### config.mk
export PLATFORM = sky130hd
export DESIGN_NAME = seg_scan_ctrl
export DESIGN_NICKNAME = d
export VERILOG_FILES = /design/src/rtl/seg_scan_pkg.sv /design/src/rtl/seg_slot_counter.sv /design/src/rtl/seg_scan_ctrl.sv
export SDC_FILE = /design/constraint.sdc
export NUM_CORES = 1
export LEC_CHECK = 0
export ABC_AREA = 1
export CAP_MARGIN = 20
export CORE_MARGIN = 2
export CORE_UTILIZATION = 62
export CTS_BUF_LIST = sky130_fd_sc_hd__clkbuf_8
export CTS_CLUSTER_SIZE = 40
export DETAILED_ROUTE_END_ITERATION = 10
export GPL_TIMING_DRIVEN = 0
export PLACE_DENSITY = 0.85
export RECOVER_POWER = 50
export SLEW_MARGIN = 40
export SYNTH_ARGS = -nofsm -noshare
export SYNTH_HDL_FRONTEND = slang
export SYNTH_HIERARCHICAL = 1
export SYNTH_SLANG_ARGS = --single-unit
export TNS_END_PERCENT = 5
### constraint.sdc
create_clock -name clk -period 6.4 [get_ports clk]
set_clock_uncertainty 0.05 [all_clocks]
set_input_delay 1.28 -clock clk [delete_from_list [all_inputs] [get_ports clk]]
set_output_delay 1.28 -clock clk [all_outputs]
set_load 0.1 [all_outputs]
### src/rtl/seg_scan_pkg.sv
// Shared constants, FSM state type and width helper for the 7-segment scan controller.
package seg_scan_pkg;

   localparam int NUM_DIGITS = 8;
   localparam int SEL_W      = 3;
   localparam logic [NUM_DIGITS-1:0] ANODE_OFF = 8'hFF;

   typedef enum logic [1:0] {
      IDLE,
      DEAD,
      ON
   } state_t;

   // Ceiling log2 with a floor of 1 bit, for sizing counters.
   function automatic int clog2(input int value);
      int w;
      w = 1;
      while ((1 << w) < value) w++;
      return w;
   endfunction

endpackage

### src/rtl/seg_slot_counter.sv
// Per-digit slot timer: down-counter reloaded at each slot start, with terminal
// pulses for the last dead-time cycle and the last cycle of the slot.
module seg_slot_counter
   import seg_scan_pkg::*;
#(
   parameter int DIGIT_CYCLES = 100000,
   parameter int DEAD_CYCLES  = 8
) (
   input  logic clk,
   input  logic rstn,
   input  logic clr_i,
   input  logic load_i,
   input  logic run_i,
   output logic dead_done_o,
   output logic slot_done_o
);

   localparam int CW = clog2(DIGIT_CYCLES);
   localparam logic [CW-1:0] TOP       = CW'(DIGIT_CYCLES - 1);
   localparam logic [CW-1:0] DEAD_LAST = CW'(DIGIT_CYCLES - DEAD_CYCLES);

   logic [CW-1:0] cnt_q, cnt_d;

   always_comb begin
      cnt_d = cnt_q;
      if (clr_i)
         cnt_d = '0;
      else if (load_i)
         cnt_d = TOP;
      else if (cnt_q != '0)
         cnt_d = cnt_q - CW'(1);
   end

   always_ff @(posedge clk or negedge rstn) begin
      if (!rstn)
         cnt_q <= '0;
      else
         cnt_q <= cnt_d;
   end

   // Count runs TOP..0 across a slot, so the dead phase ends DEAD_CYCLES below TOP.
   assign dead_done_o = run_i && (cnt_q == DEAD_LAST);
   assign slot_done_o = run_i && (cnt_q == '0);

endmodule

### src/rtl/seg_scan_ctrl.sv
// Time-multiplexed 8-digit scan controller with dead-time, frame-aligned mask
// updates and frame-counted blinking.
//
// state | meaning
// IDLE  | scan stopped, anodes off, sel=0, slot/frame counters cleared
// DEAD  | leading dead-time of the current digit slot, anodes off
// ON    | current digit may light according to the active masks
module seg_scan_ctrl
   import seg_scan_pkg::*;
#(
   parameter int DIGIT_CYCLES = 100000,
   parameter int DEAD_CYCLES  = 8,
   parameter int BLINK_FRAMES = 64
) (
   input  logic                  clk,
   input  logic                  rstn,
   input  logic                  en,
   input  logic                  load,
   input  logic [NUM_DIGITS-1:0] digit_en_in,
   input  logic [NUM_DIGITS-1:0] blink_in,
   output logic [SEL_W-1:0]      sel,
   output logic [NUM_DIGITS-1:0] an,
   output logic                  blank,
   output logic                  frame_start,
   output logic                  load_ack
);

   localparam int FW = clog2(BLINK_FRAMES + 1);
   localparam logic [FW-1:0]    FRAME_LAST = FW'(BLINK_FRAMES - 1);
   localparam logic [SEL_W-1:0] SEL_LAST   = SEL_W'(NUM_DIGITS - 1);

   state_t                state_q, state_d;
   logic [SEL_W-1:0]      sel_q, sel_d;
   logic [NUM_DIGITS-1:0] an_q, an_d;
   logic                  blank_q, blank_d;
   logic                  fs_q, fs_d;
   logic                  ack_q, ack_d;
   logic [NUM_DIGITS-1:0] act_en_q, act_en_d;
   logic [NUM_DIGITS-1:0] act_bl_q, act_bl_d;
   logic [NUM_DIGITS-1:0] pend_en_q, pend_en_d;
   logic [NUM_DIGITS-1:0] pend_bl_q, pend_bl_d;
   logic                  pend_q, pend_d;
   logic                  phase_q, phase_d;
   logic [FW-1:0]         frame_q, frame_d;

   logic boundary;
   logic cnt_clr;
   logic cnt_load;
   logic dead_done;
   logic slot_done;
   logic lit;

   seg_slot_counter #(
      .DIGIT_CYCLES (DIGIT_CYCLES),
      .DEAD_CYCLES  (DEAD_CYCLES)
   ) u_slot (
      .clk         (clk),
      .rstn        (rstn),
      .clr_i       (cnt_clr),
      .load_i      (cnt_load),
      .run_i       (state_q != IDLE),
      .dead_done_o (dead_done),
      .slot_done_o (slot_done)
   );

   always_comb begin
      state_d   = state_q;
      sel_d     = sel_q;
      act_en_d  = act_en_q;
      act_bl_d  = act_bl_q;
      pend_en_d = pend_en_q;
      pend_bl_d = pend_bl_q;
      pend_d    = pend_q;
      phase_d   = phase_q;
      frame_d   = frame_q;
      fs_d      = 1'b0;
      ack_d     = 1'b0;
      boundary  = 1'b0;
      cnt_load  = 1'b0;
      an_d      = ANODE_OFF;
      blank_d   = 1'b1;
      lit       = 1'b0;

      unique case (state_q)
         IDLE: begin
            if (en) begin
               state_d  = DEAD;
               sel_d    = '0;
               boundary = 1'b1;
               cnt_load = 1'b1;
            end
         end
         DEAD: begin
            if (!en)
               state_d = IDLE;
            else if (dead_done)
               state_d = ON;
         end
         ON: begin
            if (!en) begin
               state_d = IDLE;
            end else if (slot_done) begin
               state_d  = DEAD;
               sel_d    = sel_q + SEL_W'(1);
               cnt_load = 1'b1;
               // The frame counter tracks completed frames, so only a wrap advances it.
               if (sel_q == SEL_LAST) begin
                  boundary = 1'b1;
                  if (frame_q == FRAME_LAST) begin
                     frame_d = '0;
                     phase_d = !phase_q;
                  end else begin
                     frame_d = frame_q + FW'(1);
                  end
               end
            end
         end
         default: state_d = IDLE;
      endcase

      if (state_d == IDLE) begin
         sel_d   = '0;
         frame_d = '0;
      end

      // A load seen on the boundary edge bypasses the shadow registers.
      if (boundary) begin
         fs_d = 1'b1;
         if (load) begin
            act_en_d = digit_en_in;
            act_bl_d = blink_in;
            pend_d   = 1'b0;
            ack_d    = 1'b1;
         end else if (pend_q) begin
            act_en_d = pend_en_q;
            act_bl_d = pend_bl_q;
            pend_d   = 1'b0;
            ack_d    = 1'b1;
         end
      end else if (load) begin
         pend_en_d = digit_en_in;
         pend_bl_d = blink_in;
         pend_d    = 1'b1;
      end

      // Masks and phase only change on entry to DEAD, so ON always sees settled values.
      lit = act_en_q[sel_q] && !(act_bl_q[sel_q] && phase_q);
      if ((state_d == ON) && lit) begin
         an_d    = ~(NUM_DIGITS'(1) << sel_q);
         blank_d = 1'b0;
      end
   end

   assign cnt_clr = (state_d == IDLE);

   always_ff @(posedge clk or negedge rstn) begin
      if (!rstn) begin
         state_q   <= IDLE;
         sel_q     <= '0;
         an_q      <= ANODE_OFF;
         blank_q   <= 1'b1;
         fs_q      <= 1'b0;
         ack_q     <= 1'b0;
         act_en_q  <= '1;
         act_bl_q  <= '0;
         pend_en_q <= '0;
         pend_bl_q <= '0;
         pend_q    <= 1'b0;
         phase_q   <= 1'b0;
         frame_q   <= '0;
      end else begin
         state_q   <= state_d;
         sel_q     <= sel_d;
         an_q      <= an_d;
         blank_q   <= blank_d;
         fs_q      <= fs_d;
         ack_q     <= ack_d;
         act_en_q  <= act_en_d;
         act_bl_q  <= act_bl_d;
         pend_en_q <= pend_en_d;
         pend_bl_q <= pend_bl_d;
         pend_q    <= pend_d;
         phase_q   <= phase_d;
         frame_q   <= frame_d;
      end
   end

   assign sel         = sel_q;
   assign an          = an_q;
   assign blank       = blank_q;
   assign frame_start = fs_q;
   assign load_ack    = ack_q;

endmodule

==> results.yml, run 1 <==
outcome:
  outcome: "finished, violations left"
  violations: "max-capacitance violations, max-slew violations"
route:
  antenna_left: 0
  via_per_inst: 5.33
  first_iter_violations: 234
  drt_pass1_iterations: 5
  drc: 0
  routedWlPerCell_um: 13.1
  drt-total-wl_mm: 8.28
  vias: 3370
synth:
  syn_area_sq_um: 3930
  synth_cells: 507
  synthFlopType: "dfrtp_1"
  netlist.top_cell.by_area: "dfrtp_1"
  avgSynthCellArea_sq_um: 7.74
  netlist.area_leader.share: 0.363
  yosysWarnings: 6
  synthTopCellsByCount: "169 x nand2_1, 57 x dfrtp_1, 53 x inv_1"
  syn-num-nets: 535
  synth_enable_flop_cells: 0
  ys_seq_area_frac: 0.477
  yosys-top-cells-area: "dfrtp_1 36%, nand2_1 16%, dfstp_2 11%"
  synthDistinctLibCells: 34
  synth_seq_cells: 74
  yosysMostFrequentCell: "nand2_1"
  synthArstFlopShare: 1.00
layout:
  antennaDiodeCount: 0
  syn2layout_area_growth_pct: 13.6
  drive_above_1_share: 0.160
  finish.utilization: 0.740
  nets: 580
placed_design:
  io_buffers: 33
  dp_hpwl_mm: 5.97
  gp_congestion: 0.885
cts:
  hold_buffers: 0
  cts.sinks: 74
  cts_made_buffers: 9
  cts.repair.resized: 0
  clock_path_buffers: 2
  insertion_delay_ps: 360
  cts_tree: "done"
  ctsRootBufferMaster: "clkbuf_8"
  htreeDepth: 3
  path_clk_slew_ps: 80
  cts_setup_buffers: 0
critical_path:
  critPathKind: "in -> reg"
  cp_cell_sequence: "dlygate4sd3_1 -> a21boi_2 -> inv_1 -> nor2_1 -> nand2_4 -> nand2_1 -> o21ai_2"
  critical_path.top_delay_family: "buffers and inverters"
  end_kind: "flip-flop"
  crit_buf_inv: 2
  critical_path_arrival_ps: 3230
  critPathMaxFanout: 7
  slowest_delay_ps: 660
  slowest_stage: "dlygate4sd3_1"
  required_ps: 6600
  start_kind: "input pin"
grt:
  grt_max_degree: 49
  antenna_found_initial: 0
  overflow: 0
  grt_pass1_vias: 3226
  grt_usage: 0.253
  grt_pass1_wl_mm: 14.4
sta:
  hold_ws_ps: 426
  slew_viol_final: 27
  max_freq_mhz: 330
  final.period_utilization: 0.473
  min_period_ps: 3030
  setup_viol: 0
  worst_pin_slew_ps: 1520
  relSlewSlack: -0.0137
  hold_violations: 0
  setup_tns_ps: 0
  rsz0062_at_grt: "no"
floorplanning:
  die_area_sq_um: 6980
  placementRows: 28
  fp.dieH_um: 83.6
  initial_core_util: 0.651
  fp.dieW_um: 83.6
  pin_count: 34
  core_area_sq_um: 6030
pwr:
  cellLeakagePower_uw: 0.00222
  p_per_area_nw_per_um2: 265
  ir_drop_mv: 0.214
hold_path:
  hold_path_class: "reg -> reg"
flow_run:
  maxCapViolations: 1
==> layout make-up <==
| type | instances | area, sq um |
|---|---|---|
| Clock inverter | 6 | 33.8 |
| Sequential cell | 74 | 1870 |
| Tap cell | 75 | 93.8 |
| Fill cell | 466 | 1570 |
| Timing Repair Buffer | 34 | 282 |
| Clock buffer | 10 | 138 |
| Buffer | 12 | 65.1 |
| Inverter | 58 | 223 |
| Multi-Input combinational cell | 363 | 1750 |
==> state kept, by name, summed over array words and instances, names as in the netlist <==
register	count
pend_en_q	8
act_en_q	8
u_slot/cnt_q	17
pend_q	1
blank	1
sel	3
pend_bl_q	8
act_bl_q	8
an	8
frame_q	7
load_ack	1
phase_q	1
state_q	2
frame_start	1
==> layout by cell type (no fill, tap or decap), drive strengths merged <==
cell type,netlist,final
a211oi,1,1
inv,57,58
o32ai,1,1
nand4,9,9
nor4,1,1
clkdlybuf4s50,0,17
a21boi,2,2
dfstp,17,17
ha,8,8
o21ai,36,36
nor2,62,62
a21oi,14,14
nand3b,1,1
buf,7,22
dfrtp,57,57
dlygate4sd3,0,1
nand2,179,179
clkinvlp,0,2
nor3,2,2
and2,1,1
nand3,45,45
clkbuf,5,16
xnor2,1,1
clkinv,1,4
==> tightest hold or removal path, cell delays in order (launching register included) <==
cell and delay [ps]:
dfrtp_1 350, nand2_1 50, nand2_1 50
==> worst paths after layout <==
kind / start / endpoint / slack [ps] / cells past startpoint
worst max-delay path: en / u_slot/cnt_q[1] / 3370 / 7
worst min-delay path: pend_en_q[0] / pend_en_q[0] / 430 / 2
worst max register to register: u_slot/cnt_q[0] / act_bl_q[1] / 3690 / 15
worst min register to register: pend_en_q[0] / pend_en_q[0] / 430 / 2
max in group asynchronous: rstn / act_en_q[1] / 4100 / 2
min in group asynchronous: rstn / pend_bl_q[1] / 1230 / 1
==> report_power, final <==
group          switching [uW]  leakage [uW]  internal (uW)
registers                40.9      0.000917            537
logic                     182       0.00122           98.7
clock network             174     0.0000892            148
==> stage by stage <==
step	cells	total power [uW]	area, sq um	worst slack [ps]
CTS	632	1180	4480	3460
detailed placement	616	864	4310	3090
global route	632	1250	4460	3240
floorplan	507	784	3930	4000
global placement	615	849	4350	1550
finish	632	1180	4460	3370
==> cell families (layout without fill, tap and decap cells) <==
group	count (synthesis)	count (layout)	synth area share
XOR/XNOR	1	1	0.00223
AND/OR/NAND/NOR	300	300	0.343
AO/OA/AOI/OAI	54	54	0.0784
buffers and inverters	70	120	0.0733
flip-flops	74	74	0.477
adder cells (fa/ha/maj)	8	8	0.0255
==> metal layers <==
layer  GRT usage  vias up  part of all wire
li1            -     1689                 -
met1       0.334     1604              0.46
met2       0.410       63              0.48
met3      0.0544       14             0.040
met4      0.0968        0             0.019
met5           0        -                 0
(Power assumes the default switching activity.)
==> run 2, diff against run 1 <==
- CORE_UTILIZATION: 62 -> 60
- PLACE_DENSITY: 0.85 -> 0.82
- clock period: 6.4 -> 3 ns (I/O delays scaled with it)
==> run 2 against run 1 <==
The run now ends clean; global-route usage shrank 1.3 points; count of clock-buffer cells in the layout shrank 1; via count shrank 1.5%; non-clock buffer count is the same; clock power grew to 2.6 times the previous value; largest power group unchanged.
==> results.yml, run 2 (synthesis results as in run 1) <==
critical_path:
  end_kind: "flip-flop"
  slowest_delay_ps: 390
  required_ps: 3240
  slowest_stage: "dfrtp_1"
  critical_path.top_delay_family: "simple AND/OR/NAND/NOR gates"
  r2r-end: "u_slot/cnt_q[4]"
  critPathMaxFanout: 10
  start_kind: "flip-flop"
  reg2reg_slack_ps: 330
  r2r_cells: 15
  crit_buf_inv: 4
  cp_cell_sequence: "inv_1 -> ha_1 -> nand2_4 -> nor2_4 -> nand3b_1 -> nor2_1 -> nand2_1 -> nor2_1 -> nor2_1 -> inv_1 -> inv_1 -> buf_2 -> o21ai_0 -> a21oi_1 -> nor2_2"
  critPathKind: "reg -> reg"
  critical_path_arrival_ps: 2910
  r2r_start: "u_slot/cnt_q[0]"
floorplanning:
  fp.dieW_um: 84.9
  core_area_sq_um: 6350
  fp.dieH_um: 84.9
  initial_core_util: 0.618
  die_area_sq_um: 7200
  pin_count: 34
  placementRows: 29
layout:
  num-fill-cells: 498
  regMostFlops: "u_slot/cnt_q"
  final_cell_mix: "169 x nand2_1, 57 x dfrtp_1, 55 x inv_1"
  syn2layout_area_growth_pct: 14.2
  antennaDiodeCount: 0
  layout_commonest_cell: "nand2_1"
  layout.cells.non_filler: 634
  nets: 580
  largest_reg_flops: 17
  drive_above_1_share: 0.149
route:
  drt-total-wl_mm: 7.90
  first_iter_violations: 184
  drt_pass1_iterations: 5
  vias: 3319
  via_per_inst: 5.24
  drc: 0
  antenna_left: 0
  routedWlPerCell_um: 12.5
cts:
  cts_setup_buffers: 0
  clock_path_buffers: 2
  cts_made_buffers: 9
  cts.repair.resized: 0
  htreeDepth: 3
  path_clk_slew_ps: 90
  cts_tree: "done"
  ctsRootBufferMaster: "clkbuf_8"
  hold_buffers: 0
  insertion_delay_ps: 350
  cts.sinks: 74
grt:
  overflow: 0
  antenna_found_initial: 0
  grt_usage: 0.240
  grt_pass1_wl_mm: 13.9
  grt_max_degree: 56
  grt_pass1_vias: 3117
outcome:
  outcome: "finished clean"
sta:
  finalWorstSetupSlack_ps: 328
  max_freq_mhz: 374
  setup_viol: 0
  relSlewSlack: 0.123
  hold_violations: 0
  min_period_ps: 2670
  final.period_utilization: 0.891
  worst_pin_slew_ps: 1320
  rsz0062_at_grt: "no"
  slew_viol_final: 0
  hold_ws_ps: 313
pwr:
  p_per_area_nw_per_um2: 592
  cellLeakagePower_uw: 0.00221
  ir_drop_mv: 0.415
flow_run:
  maxCapViolations: 0
placed_design:
  dp_slack_ps: 368
  dp_hpwl_mm: 5.75
  io_buffers: 33
  placedCellCount: 618
  gp_congestion: 0.902
hold_path:
  hold_path_class: "in -> async"
-- run 2: worst max path at each step --
stage                               start               to  slack [ps]  cells after the start
after floorplan                    sel[1]      act_bl_q[3]         600                     10
after detailed placement               en  u_slot/cnt_q[7]         370                      7
after CTS                 u_slot/cnt_q[0]  u_slot/cnt_q[4]         330                     15
after global routing      u_slot/cnt_q[0]  u_slot/cnt_q[4]          40                     15
final                     u_slot/cnt_q[0]  u_slot/cnt_q[4]         330                     15
after global placement               rstn  u_slot/cnt_q[8]       -1160                      1
-- run 2: cell type report --
cell class	instances	area [sq um]	area share
tap	77	96.3	0.0215
clock inverter	7	87.6	0.0195
timing repair buffer	34	250	0.0558
inverter	58	223	0.0497
multi-input combinational	363	1760	0.394
buffer	12	65.1	0.0145
sequential	74	1870	0.418
clock buffer	9	124	0.0276
-- run 2: power by group --
group	switching, uW	total, uW	internal (uW)
Clock	375	836	461
Sequential	85.6	1230	1150
Combinational	378	584	206
-- run 2: metal layers --
layer / GRT usage / vias up / wire length (um)
li1: - / 1692 / -
met1: 0.333 / 1544 / 3840
met2: 0.378 / 74 / 3610
met3: 0.0554 / 9 / 352
met4: 0.0765 / 0 / 91
met5: 0 / - / 0
-- run 2: per-stage QoR --
step / util / TNS (ps) / area, sq um / total power, uW
2_1_floorplan: - / 0 / 3930 / 1670
3_3_place_gp: 0.685 / -71790 / 4350 / 1820
3_5_place_dp: 0.679 / 0 / 4310 / 1840
4_1_cts: 0.712 / 0 / 4520 / 2670
5_1_grt: 0.706 / 0 / 4480 / 2810
6_report: 0.706 / 0 / 4480 / 2650
==> run 3, diff against run 2 <==
- ABC_CLOCK_PERIOD_IN_PS: not set -> 3000
==> results of run 3 <==
Same layout as run 2: the final DEF is identical, and so are final timing and power.
